File: src/rtl/regfile_alu_pipe_pkg.sv
// Shared opcode, width-default and state encodings for the regfile ALU execution stage.
package regfile_alu_pipe_pkg;

  localparam int DEF_DATA_WIDTH = 8;
  localparam int DEF_REG_WIDTH  = 5;

  typedef logic [2:0] op_t;

  localparam op_t OP_NOP = 3'd0;
  localparam op_t OP_ADD = 3'd1;
  localparam op_t OP_SUB = 3'd2;
  localparam op_t OP_AND = 3'd3;
  localparam op_t OP_OR  = 3'd4;
  localparam op_t OP_XOR = 3'd5;
  localparam op_t OP_LDI = 3'd6;
  localparam op_t OP_MOV = 3'd7;

  localparam logic [0:0] ST_INIT = 1'b0;
  localparam logic [0:0] ST_RUN  = 1'b1;

endpackage

File: src/rtl/regfile_alu_pipe_alu_core.sv
// Combinational ALU: op/a/b -> result, zero latency, no flow control.
// LDI returns b (the caller routes the immediate there); MOV returns a.
module alu_core
  import regfile_alu_pipe_pkg::*;
#(
  parameter int DATA_WIDTH = DEF_DATA_WIDTH
) (
  input  logic [2:0]            op,
  input  logic [DATA_WIDTH-1:0] a,
  input  logic [DATA_WIDTH-1:0] b,
  output logic [DATA_WIDTH-1:0] result
);

  always_comb begin
    result = '0;
    case (op)
      OP_ADD:  result = a + b;
      OP_SUB:  result = a - b;
      OP_AND:  result = a & b;
      OP_OR:   result = a | b;
      OP_XOR:  result = a ^ b;
      OP_LDI:  result = b;
      OP_MOV:  result = a;
      default: result = '0;
    endcase
  end

endmodule

File: src/rtl/regfile_alu_pipe.sv
// Execution stage over a read-first 2R1W register file; clears the file after reset.
// Accept-to-write latency 2 cycles, 1 instr/cycle, instr_ready only gates during INIT.
module regfile_alu_pipe
  import regfile_alu_pipe_pkg::*;
#(
  parameter int DATA_WIDTH = DEF_DATA_WIDTH,
  parameter int REG_WIDTH  = DEF_REG_WIDTH
) (
  input  logic                  clk,
  input  logic                  rst,
  input  logic                  instr_valid,
  output logic                  instr_ready,
  input  logic [2:0]            instr_op,
  input  logic [REG_WIDTH-1:0]  instr_rd,
  input  logic [REG_WIDTH-1:0]  instr_rs1,
  input  logic [REG_WIDTH-1:0]  instr_rs2,
  input  logic [DATA_WIDTH-1:0] instr_imm,
  output logic [REG_WIDTH-1:0]  rf_rd_addr1,
  output logic [REG_WIDTH-1:0]  rf_rd_addr2,
  input  logic [DATA_WIDTH-1:0] rf_rd_data1,
  input  logic [DATA_WIDTH-1:0] rf_rd_data2,
  output logic [REG_WIDTH-1:0]  rf_wr_addr,
  output logic [DATA_WIDTH-1:0] rf_wr_data,
  output logic                  rf_wen,
  output logic                  init_done
);

  typedef struct packed {
    logic [2:0]            op;
    logic [REG_WIDTH-1:0]  rd;
    logic [REG_WIDTH-1:0]  rs1;
    logic [REG_WIDTH-1:0]  rs2;
    logic [DATA_WIDTH-1:0] imm;
  } s1_t;

  logic [0:0]            state;
  logic [REG_WIDTH-1:0]  init_cnt;
  logic                  s1_valid;
  s1_t                   s1;
  logic                  wb_valid;
  logic                  wb_wen;
  logic [REG_WIDTH-1:0]  wb_rd;
  logic [DATA_WIDTH-1:0] wb_data;
  logic                  lw_valid;
  logic [REG_WIDTH-1:0]  lw_addr;
  logic [DATA_WIDTH-1:0] lw_data;
  logic [DATA_WIDTH-1:0] op_a;
  logic [DATA_WIDTH-1:0] op_b;
  logic [DATA_WIDTH-1:0] alu_b;
  logic [DATA_WIDTH-1:0] alu_res;
  logic                  accept;

  assign instr_ready = (state == ST_RUN);
  assign init_done   = (state == ST_RUN);
  assign accept      = instr_valid && instr_ready;
  assign rf_rd_addr1 = instr_rs1;
  assign rf_rd_addr2 = instr_rs2;

  // Younger wb result beats the last-write register, which covers the read-first miss.
  function automatic logic [DATA_WIDTH-1:0] fwd(input logic [REG_WIDTH-1:0]  rs,
                                                input logic [DATA_WIDTH-1:0] rf_data);
    if (wb_valid && wb_wen && (wb_rd == rs))
      return wb_data;
    else if (lw_valid && (lw_addr == rs))
      return lw_data;
    else
      return rf_data;
  endfunction

  always_comb begin
    op_a  = fwd(s1.rs1, rf_rd_data1);
    op_b  = fwd(s1.rs2, rf_rd_data2);
    alu_b = (s1.op == OP_LDI) ? s1.imm : op_b;
  end

  alu_core #(.DATA_WIDTH(DATA_WIDTH)) u_alu (
    .op     (s1.op),
    .a      (op_a),
    .b      (alu_b),
    .result (alu_res)
  );

  // Writes are suppressed while rst is low so an in-flight result never lands on the reset edge.
  always_comb begin
    if (state == ST_INIT) begin
      rf_wen     = rst;
      rf_wr_addr = init_cnt;
      rf_wr_data = '0;
    end else begin
      rf_wen     = rst && wb_valid && wb_wen;
      rf_wr_addr = wb_rd;
      rf_wr_data = wb_data;
    end
  end

  always_ff @(posedge clk) begin
    if (!rst) begin
      state    <= ST_INIT;
      init_cnt <= '0;
      s1_valid <= 1'b0;
      s1       <= '0;
      wb_valid <= 1'b0;
      wb_wen   <= 1'b0;
      wb_rd    <= '0;
      wb_data  <= '0;
      lw_valid <= 1'b0;
      lw_addr  <= '0;
      lw_data  <= '0;
    end else begin
      s1_valid <= accept;
      if (accept) begin
        s1 <= '{op: instr_op, rd: instr_rd, rs1: instr_rs1, rs2: instr_rs2, imm: instr_imm};
      end

      wb_valid <= s1_valid;
      wb_wen   <= s1_valid && (s1.op != OP_NOP);
      wb_rd    <= s1.rd;
      wb_data  <= alu_res;

      lw_valid <= (state == ST_RUN) && rf_wen;
      lw_addr  <= wb_rd;
      lw_data  <= wb_data;

      if (state == ST_INIT) begin
        init_cnt <= init_cnt + {{(REG_WIDTH-1){1'b0}}, 1'b1};
        if (init_cnt == {REG_WIDTH{1'b1}}) begin
          state <= ST_RUN;
        end
      end
    end
  end

endmodule
File: config.mk
export PLATFORM = sky130hd
export DESIGN_NAME = regfile_alu_pipe
export DESIGN_NICKNAME = d
export VERILOG_FILES = /design/src/rtl/regfile_alu_pipe_pkg.sv /design/src/rtl/regfile_alu_pipe_alu_core.sv /design/src/rtl/regfile_alu_pipe.sv
export SDC_FILE = /design/constraint.sdc
export NUM_CORES = 1
export LEC_CHECK = 0
export BUFFER_PORTS_ARGS = -buffer_cell sky130_fd_sc_hd__buf_4
export CAP_MARGIN = 0
export CORE_MARGIN = 3
export CORE_UTILIZATION = 51
export DETAILED_ROUTE_END_ITERATION = 10
export PLACE_DENSITY = 0.77
export REMOVE_ABC_BUFFERS = 1
export SLEW_MARGIN = 20
export SYNTH_ARGS = -nofsm -noshare
export SYNTH_HDL_FRONTEND = slang
export SYNTH_HIERARCHICAL = 1
export SYNTH_SLANG_ARGS = --single-unit
File: constraint.sdc
create_clock -name clk -period 3.5 [get_ports clk]
set_input_delay 0.35 -clock clk [delete_from_list [all_inputs] [get_ports clk]]
set_output_delay 0.35 -clock clk [all_outputs]
set_load 0.02 [all_outputs]
==> results.txt, run 1 <==
R2r worst-path depth -> 16
Number of antenna diodes -> 0
Y dimension of the die -> 95.64 um
Final Hold Violating Endpoints -> 0
Number of filler cells placed in the layout -> 661
Crit path capture type -> flip-flop
Most area-hungry cell type in the Yosys netlist -> sky130_fd_sc_hd__dfxtp_1
Worst hold stages -> 2
Initial standard-cell utilization of the core -> 52.75%
Sequential fraction of the synthesis area -> 30.29%
Register clock-pin slew on the reported worst setup and hold paths -> 70 ps
Startpoint of the most critical register-to-register path -> wb_rd[1]
Final worst-path cycle share -> 95.78%
Die area -> 9146 sq um
Critical path data required time -> 3740 ps
Worst clock skew -> 10.52 ps
Area of all sequential standard cells -> 1250 sq um
Final wirelength -> 10700 um
Total leakage power -> 2.110 nW
Avg Inst Size Synth -> 8.682 sq um
Per-cell via count in the routed design -> 5.499
Pre-Repair DR Iteration Count -> 5
GRT Total Usage -> 24.10%
Instance count of the mapped netlist -> 472
Total congestion overflow -> 0
Most area-consuming cells after synthesis -> sky130_fd_sc_hd__dfxtp_1 30%, sky130_fd_sc_hd__ha_1 7.9%, sky130_fd_sc_hd__xnor2_1 6.8%
Most repeated cell in the gate-level netlist after synthesis -> sky130_fd_sc_hd__dfxtp_1
Share of power burned in registers -> 45.6%
Crit Path Max Fanout -> 6
Final Max Slew Viols -> 0
Final setup TNS -> 0 ps
RSZ-0062 raised after global routing -> true
Nets -> 616
DR WL/cell -> 16.44 um
Count of clock tree sinks -> 62
Wire length of the first global-routing pass -> 16910 um
Global routing met2 resource utilization -> 41.23%
Hold Path Origin -> instr_rd[1]
Number of antenna violations at the first check in global routing -> 0
Worst Path Arrival -> 3590 ps
Net switching share of the total power -> 26.19%
CTS tree -> done
Placed instance area -> 4737 sq um
Routing usage on met3 -> 4.104%
Number of rows in the core area -> 32
CTS H-tree lvls -> 3
Worst-skew pair later-pin latency -> 340 ps
Area occupied by multi-input gates -> 2669 sq um
Count of boundary I/O pins -> 71
Post-synth top area share -> 30.29%
Syn-to-layout area delta -> 23.63%
Async S/R FF share, synth -> 0%
Maximum clock frequency -> 0.2983 GHz
Total internal power -> 1.152 mW
Clock buffer count from CTS -> 9
Core outline area -> 7767 sq um
Type of the worst min-delay path -> input pin to flip-flop
Worst Hold Slack -> 230.7 ps
Main flop type after synthesis -> sky130_fd_sc_hd__dfxtp_1
Most frequent cells after synthesis -> 62 x sky130_fd_sc_hd__dfxtp_1, 55 x sky130_fd_sc_hd__nand2_1, 42 x sky130_fd_sc_hd__and2_1
Final ANT Viol Nets -> 0
Type of the worst setup path -> flip-flop to flip-flop
Yosys warning count -> 6
Number of distinct library cells after synthesis -> 53
Fraction of layout instances using a drive strength above 1 -> 29.69%
Clk network pwr share -> 40.0%
Outcome -> finished, final reports clean
RR Endpoint -> wb_data[7]
Horizontal die dimension -> 95.64 um
Pin count of the biggest net entering global routing -> 57
Root buf cell -> sky130_fd_sc_hd__clkbuf_8
Number of synthesized flops with an enable pin -> 0
DRC violation total after the first TritonRoute iteration -> 185
Met1 Resource Use GR -> 30.28%
Slew at the pin closest to its max-slew limit -> 879.1 ps
Routability-driven placement congestion ratio -> 0.9344
Max clock buf depth -> 2
IR Drop Worst-Case VDD -> 0.0002849 V
Total of max-cap violations -> 0
Launching element type of the critical path -> flip-flop
Mapped cell area -> 4098 sq um
Final number of setup-violating endpoints -> 0
Flop and latch count out of synthesis -> 62
Tmin final -> 3352 ps
Proportion of power drawn by combinational gates -> 14.4%
Sw power -> 0.4087 mW
Worst-case headroom to the max-slew limit -> 41.25%
Number of DRC violations after detailed routing -> 0
Final instance area -> 5066 sq um
DR vias -> 3580
Post-detailed-placement half-perimeter wirelength -> 8084 um
Most used routing layer in global routing -> met2
Slack of the worst reg-to-reg path -> 150 ps
I/O Buffers -> 70
Number of global-route vias before repair -> 3452
Power Dens Cells -> 308.1 nW/um^2
Endpoint, Worst Hold -> s1[19]
-- cell usage in the layout (no fill, tap or decap), types with 5 or more instances in the layout --
cell / count
sky130_fd_sc_hd__a21boi_0: 22
sky130_fd_sc_hd__a21oi_1: 10
sky130_fd_sc_hd__a31oi_1: 8
sky130_fd_sc_hd__a31oi_2: 12
sky130_fd_sc_hd__and2_1: 42
sky130_fd_sc_hd__buf_4: 99
sky130_fd_sc_hd__clkbuf_8: 9
sky130_fd_sc_hd__dfxtp_1: 55
sky130_fd_sc_hd__dfxtp_2: 7
sky130_fd_sc_hd__ha_1: 26
sky130_fd_sc_hd__inv_1: 23
sky130_fd_sc_hd__mux2_2: 8
sky130_fd_sc_hd__mux2i_1: 6
sky130_fd_sc_hd__nand2_1: 55
sky130_fd_sc_hd__nand2b_1: 10
sky130_fd_sc_hd__nand3_1: 19
sky130_fd_sc_hd__nor2_1: 8
sky130_fd_sc_hd__nor3_1: 9
sky130_fd_sc_hd__o21ai_0: 16
sky130_fd_sc_hd__o22a_1: 5
sky130_fd_sc_hd__xnor2_1: 27
sky130_fd_sc_hd__xnor2_2: 5
-- critical path, cell delays in order, from the launching register on --
cell and delay [ps]:
sky130_fd_sc_hd__dfxtp_2 350, sky130_fd_sc_hd__xnor2_2 220, sky130_fd_sc_hd__nand4_4 180, sky130_fd_sc_hd__o21ba_2 290, sky130_fd_sc_hd__a31oi_2 160, sky130_fd_sc_hd__inv_1 100
sky130_fd_sc_hd__ha_1 220, sky130_fd_sc_hd__and3_1 170, sky130_fd_sc_hd__a31oi_1 200, sky130_fd_sc_hd__xnor2_1 140, sky130_fd_sc_hd__ha_1 260, sky130_fd_sc_hd__a21o_1 180
sky130_fd_sc_hd__a31o_2 200, sky130_fd_sc_hd__a21oi_1 160, sky130_fd_sc_hd__xnor2_1 140, sky130_fd_sc_hd__o221ai_1 110, sky130_fd_sc_hd__and2_1 160
-- power groups by stage --
stage | registers [mW] | clock network, mW | logic [mW]
detailed placement | 0.728 | 0 | 0.222
finish | 0.712 | 0.624 | 0.225
floorplan | 0.727 | 0 | 0.117
CTS | 0.712 | 0.633 | 0.223
global route | 0.712 | 0.667 | 0.246
global placement | 0.728 | 0 | 0.217
-- state kept, by name, indices dropped and copies added (netlist names) --
name and count:
lw_data 8, init_cnt 5, wb_rd 5, lw_addr 5
s1 26, wb_wen 1, lw_valid 1, wb_valid 1
s1_valid 1, wb_data 8, init_done 1
-- layer usage --
layer,share of wire [%],up-vias
met4,2.2,0
met1,44,1679
li1,-,1784
met5,0,-
met2,50,95
met3,4.1,22
-- through the flow --
step	utilization, %	total power, mW	cells	setup slack (ps)
after floorplan	-	0.8431	434	-430.3
after CTS	63.43	1.568	648	10.60
after global routing	65.22	1.625	651	-30.29
after global placement	60.99	0.9456	632	149.7
final	65.22	1.561	651	147.9
after detailed placement	60.99	0.9502	632	21.35
-- final cells by class --
class / instances / area share [%]
clock buffer: 10 / 2.519
clock inverter: 6 / 1.235
inverter: 23 / 1.704
multi-input combinational: 349 / 52.68
sequential: 62 / 24.67
tap: 102 / 2.519
timing repair buffer: 99 / 14.67
-- worst max path at each step --
| stage | depth (start not counted) | startpoint | end |
|---|---|---|---|
| global placement | 16 | wb_rd[3] | wb_data[7] |
| finish | 16 | wb_rd[1] | wb_data[7] |
| detailed placement | 16 | wb_rd[3] | wb_data[7] |
| CTS | 16 | wb_rd[3] | wb_data[7] |
| floorplan | 15 | s1[24] | wb_data[7] |
| global route | 16 | wb_rd[1] | wb_data[7] |
-- cells by family after synthesis --
| family | after synthesis | synth area share (%) |
|---|---|---|
| mux | 18 | 5.954 |
| buf+inv | 61 | 7.206 |
| compound gates | 102 | 18.50 |
| simple gates | 166 | 21.74 |
| flops | 62 | 30.29 |
| xor+xnor | 36 | 7.878 |
| fa+ha+maj | 27 | 8.427 |
-- timing repair --
item | in CTS | in global routing
hold buffers | 0 | 0
setup buffers | 0 | 3
resized for setup | 0 | 25
setup endpoints to repair | 0 | 3
No activity file was read; power rests on OpenSTA's default activity.
==> run 2, diff against run 1 <==
--- a/config.mk
+++ b/config.mk
@@ -5,12 +5,13 @@
 export SDC_FILE = /design/constraint.sdc
 export NUM_CORES = 1
 export LEC_CHECK = 0
+export ABC_AREA = 1
 export BUFFER_PORTS_ARGS = -buffer_cell sky130_fd_sc_hd__buf_4
 export CAP_MARGIN = 0
 export CORE_MARGIN = 3
-export CORE_UTILIZATION = 51
+export CORE_UTILIZATION = 52
 export DETAILED_ROUTE_END_ITERATION = 10
-export PLACE_DENSITY = 0.77
+export PLACE_DENSITY = 0.78
 export REMOVE_ABC_BUFFERS = 1
 export SLEW_MARGIN = 20
 export SYNTH_ARGS = -nofsm -noshare
==> run 2 against run 1 <==
Effect of this change: critical path depth is 10 higher; sequential cell count unchanged; sequential power about the same.
==> results.txt, run 2 <==
Outcome -> finished, final reports clean
CTS tree -> done
Worst-skew pair later-pin latency -> 350 ps
Nets -> 797
Sequential fraction of the synthesis area -> 29.59%
Instance count of the mapped netlist -> 659
Mapped cell area -> 4194 sq um
Worst slack after detailed placement -> 353.2 ps
Power Dens Cells -> 329.8 nW/um^2
Per-cell via count in the routed design -> 5.359
Total congestion overflow -> 0
Smallest setup slack after layout -> 288.1 ps
Final Max Slew Viols -> 0
Worst Path Arrival -> 3460 ps
Most area-consuming cells after synthesis -> sky130_fd_sc_hd__dfxtp_1 30%, sky130_fd_sc_hd__nand2_1 16%, sky130_fd_sc_hd__inv_1 9.5%
Register clock-pin slew on the reported worst setup and hold paths -> 80 ps
Pin count of the biggest net entering global routing -> 53
Max clock buf depth -> 2
Most frequent standard cell in the layout excluding fill and tap cells -> sky130_fd_sc_hd__nand2_1
Share of cell area taken by muxes after synthesis -> 0%
Final Hold Violating Endpoints -> 0
Routability-driven placement congestion ratio -> 0.9336
Number of antenna diodes -> 0
Initial standard-cell utilization of the core -> 53.99%
DR vias -> 4459
Root buf cell -> sky130_fd_sc_hd__clkbuf_8
Type of the worst setup path -> flip-flop to flip-flop
Syn-to-layout area delta -> 19.72%
Number of antenna violations at the first check in global routing -> 0
Type of the worst min-delay path -> input pin to flip-flop
Die area -> 9179 sq um
Post-detailed-placement half-perimeter wirelength -> 8634 um
Hold Path Origin -> instr_rd[2]
Final ANT Viol Nets -> 0
Wire length of the first global-routing pass -> 18770 um
Total leakage power -> 2.710 nW
Launching element type of the critical path -> flip-flop
Number of global-route vias before repair -> 4210
Count of clock tree sinks -> 62
Core outline area -> 7767 sq um
Register with the highest flop count -> s1
Overall Power -> 1.656 mW
Clock buffer count from CTS -> 9
Combinational family with the most area after synthesis -> simple AND/OR/NAND/NOR gates
Async S/R FF share, synth -> 0%
Pre-Repair DR Iteration Count -> 5
Most frequent cells after synthesis -> 184 x sky130_fd_sc_hd__nand2_1, 106 x sky130_fd_sc_hd__inv_1, 64 x sky130_fd_sc_hd__nor2_1
Post-synthesis share of cell area spent on full adders, half adders and majority gates -> 8.234%
Number of DRC violations after detailed routing -> 0
Slew at the pin closest to its max-slew limit -> 630.4 ps
Post-synthesis share of cell area spent on xor and xnor gates -> 1.879%
Final worst-path cycle share -> 91.77%
Final number of setup-violating endpoints -> 0
Startpoint of the most critical register-to-register path -> s1[10]
Number of synthesized flops with an enable pin -> 0
Fraction of layout instances using a drive strength above 1 -> 19.18%
Most repeated cell in the gate-level netlist after synthesis -> sky130_fd_sc_hd__nand2_1
Worst setup startpoint -> s1[10]
Number of distinct library cells after synthesis -> 37
Top flop regs -> s1 (26), lw_data (8), wb_data (8)
Total of max-cap violations -> 0
Crit Path Max Fanout -> 5
Y dimension of the die -> 95.81 um
Maximum clock frequency -> 0.3113 GHz
Avg Inst Size Synth -> 6.364 sq um
Flip-flop count of the largest register after layout -> 26
Post-synthesis simple-gate area fraction -> 34.70%
GRT Total Usage -> 26.12%
Critical path data required time -> 3740 ps
Worst clock skew -> 6.309 ps
Flop and latch count out of synthesis -> 62
Main flop type after synthesis -> sky130_fd_sc_hd__dfxtp_1
Worst-case headroom to the max-slew limit -> 57.82%
Crit path capture type -> flip-flop
Horizontal die dimension -> 95.81 um
DRC violation total after the first TritonRoute iteration -> 352
Tmin final -> 3212 ps
Number of filler cells placed in the layout -> 742
Most area-hungry cell type in the Yosys netlist -> sky130_fd_sc_hd__dfxtp_1
Count of boundary I/O pins -> 71
Commonest cells after routing, fill and taps aside -> 182 x sky130_fd_sc_hd__nand2_1, 105 x sky130_fd_sc_hd__inv_1, 81 x sky130_fd_sc_hd__buf_4, 64 x sky130_fd_sc_hd__nor2_1, 58 x sky130_fd_sc_hd__dfxtp_1
Final wirelength -> 11550 um
Post-synth top area share -> 29.59%
IR Drop Worst-Case VDD -> 0.0002866 V
Area fraction in compound gates after synthesis -> 11.19%
CTS H-tree lvls -> 3
Yosys warning count -> 6
I/O Buffers -> 70
Number of rows in the core area -> 32
DR WL/cell -> 13.88 um
-- run 2: logic make-up after synthesis --
group / count (synthesis)
adder cells (fa/ha/maj): 27
flip-flops: 62
AND/OR/NAND/NOR: 332
buffers and inverters: 143
AO/OA/AOI/OAI: 86
XOR/XNOR: 9
-- run 2: worst paths after layout --
path / to / depth (start not counted) / slack [ps]
setup reg to reg: wb_data[7] / 26 / 290
hold reg to reg: wb_rd[2] / 2 / 430
setup / recovery: wb_data[7] / 26 / 290
hold / removal: s1[20] / 3 / 240
-- run 2: repair_timing --
item,CTS,global route
endpoints found under the setup margin,0,3
buffers inserted,0,5
hold buffers,0,0
hold endpoints to repair,0,0
resized for setup,0,10
-- run 2: final cells by class --
cell class	count	area, sq um	area share [%]
clock buffer	9	123.9	2.467
inverter	117	439.2	8.747
clock inverter	7	105.1	2.093
multi-input combinational	454	2371	47.22
tap	102	127.6	2.542
timing repair buffer	81	608.1	12.11
sequential	62	1246	24.82
-- run 2: power breakdown --
| part | switching, mW | leakage [nW] | internal (mW) |
|---|---|---|---|
| Combinational | 0.127 | 2.10 | 0.0941 |
| Clock | 0.313 | 0.112 | 0.410 |
| Sequential | 0.00293 | 0.502 | 0.708 |
| Total | 0.444 | 2.71 | 1.21 |
-- run 2: critical path, stage by stage, from the launching register on --
cell                      delay [ps]
sky130_fd_sc_hd__dfxtp_1         320
sky130_fd_sc_hd__inv_1           120
sky130_fd_sc_hd__nor2_1           90
sky130_fd_sc_hd__inv_1            90
sky130_fd_sc_hd__nand2_1          70
sky130_fd_sc_hd__nor2_2          160
sky130_fd_sc_hd__nand3_1         100
sky130_fd_sc_hd__nand3_1          90
sky130_fd_sc_hd__nand2_1          60
sky130_fd_sc_hd__nand2_1         120
sky130_fd_sc_hd__inv_1           100
sky130_fd_sc_hd__ha_1            200
sky130_fd_sc_hd__inv_1            80
sky130_fd_sc_hd__nor3_2           50
sky130_fd_sc_hd__or2_1           230
sky130_fd_sc_hd__xor2_1          140
sky130_fd_sc_hd__ha_1            330
sky130_fd_sc_hd__nand2_1         130
sky130_fd_sc_hd__nand2_1          70
sky130_fd_sc_hd__nand2_1          80
sky130_fd_sc_hd__nand2_1          50
sky130_fd_sc_hd__a21oi_1         120
sky130_fd_sc_hd__nand3_1          80
sky130_fd_sc_hd__nand3_1          70
sky130_fd_sc_hd__nand2_1          50
sky130_fd_sc_hd__nand2_1          70
sky130_fd_sc_hd__inv_1            40
-- run 2: through the flow --
| step | hold slack, ps | instances | setup TNS (ps) | instance area, sq um | utilization [%] |
|---|---|---|---|---|---|
| CTS | 230.4 | 827 | 0 | 4956 | 63.80 |
| global route | 247.3 | 832 | -31.24 | 5021 | 64.64 |
| global placement | 413.8 | 811 | 0 | 4727 | 60.86 |
| floorplan | 404.3 | 633 | 0 | 4029 | - |
| detailed placement | 420.1 | 811 | 0 | 4727 | 60.86 |
| finish | 238.8 | 832 | 0 | 5021 | 64.64 |
-- run 2: metal layers --
layer  vias up  wire length (um)  track usage, %
li1       2189                 -               -
met1      2018              4793           33.51
met2       227              5381           43.43
met3        25              1107           4.457
met4         0               266           10.55
met5         -                 0               0
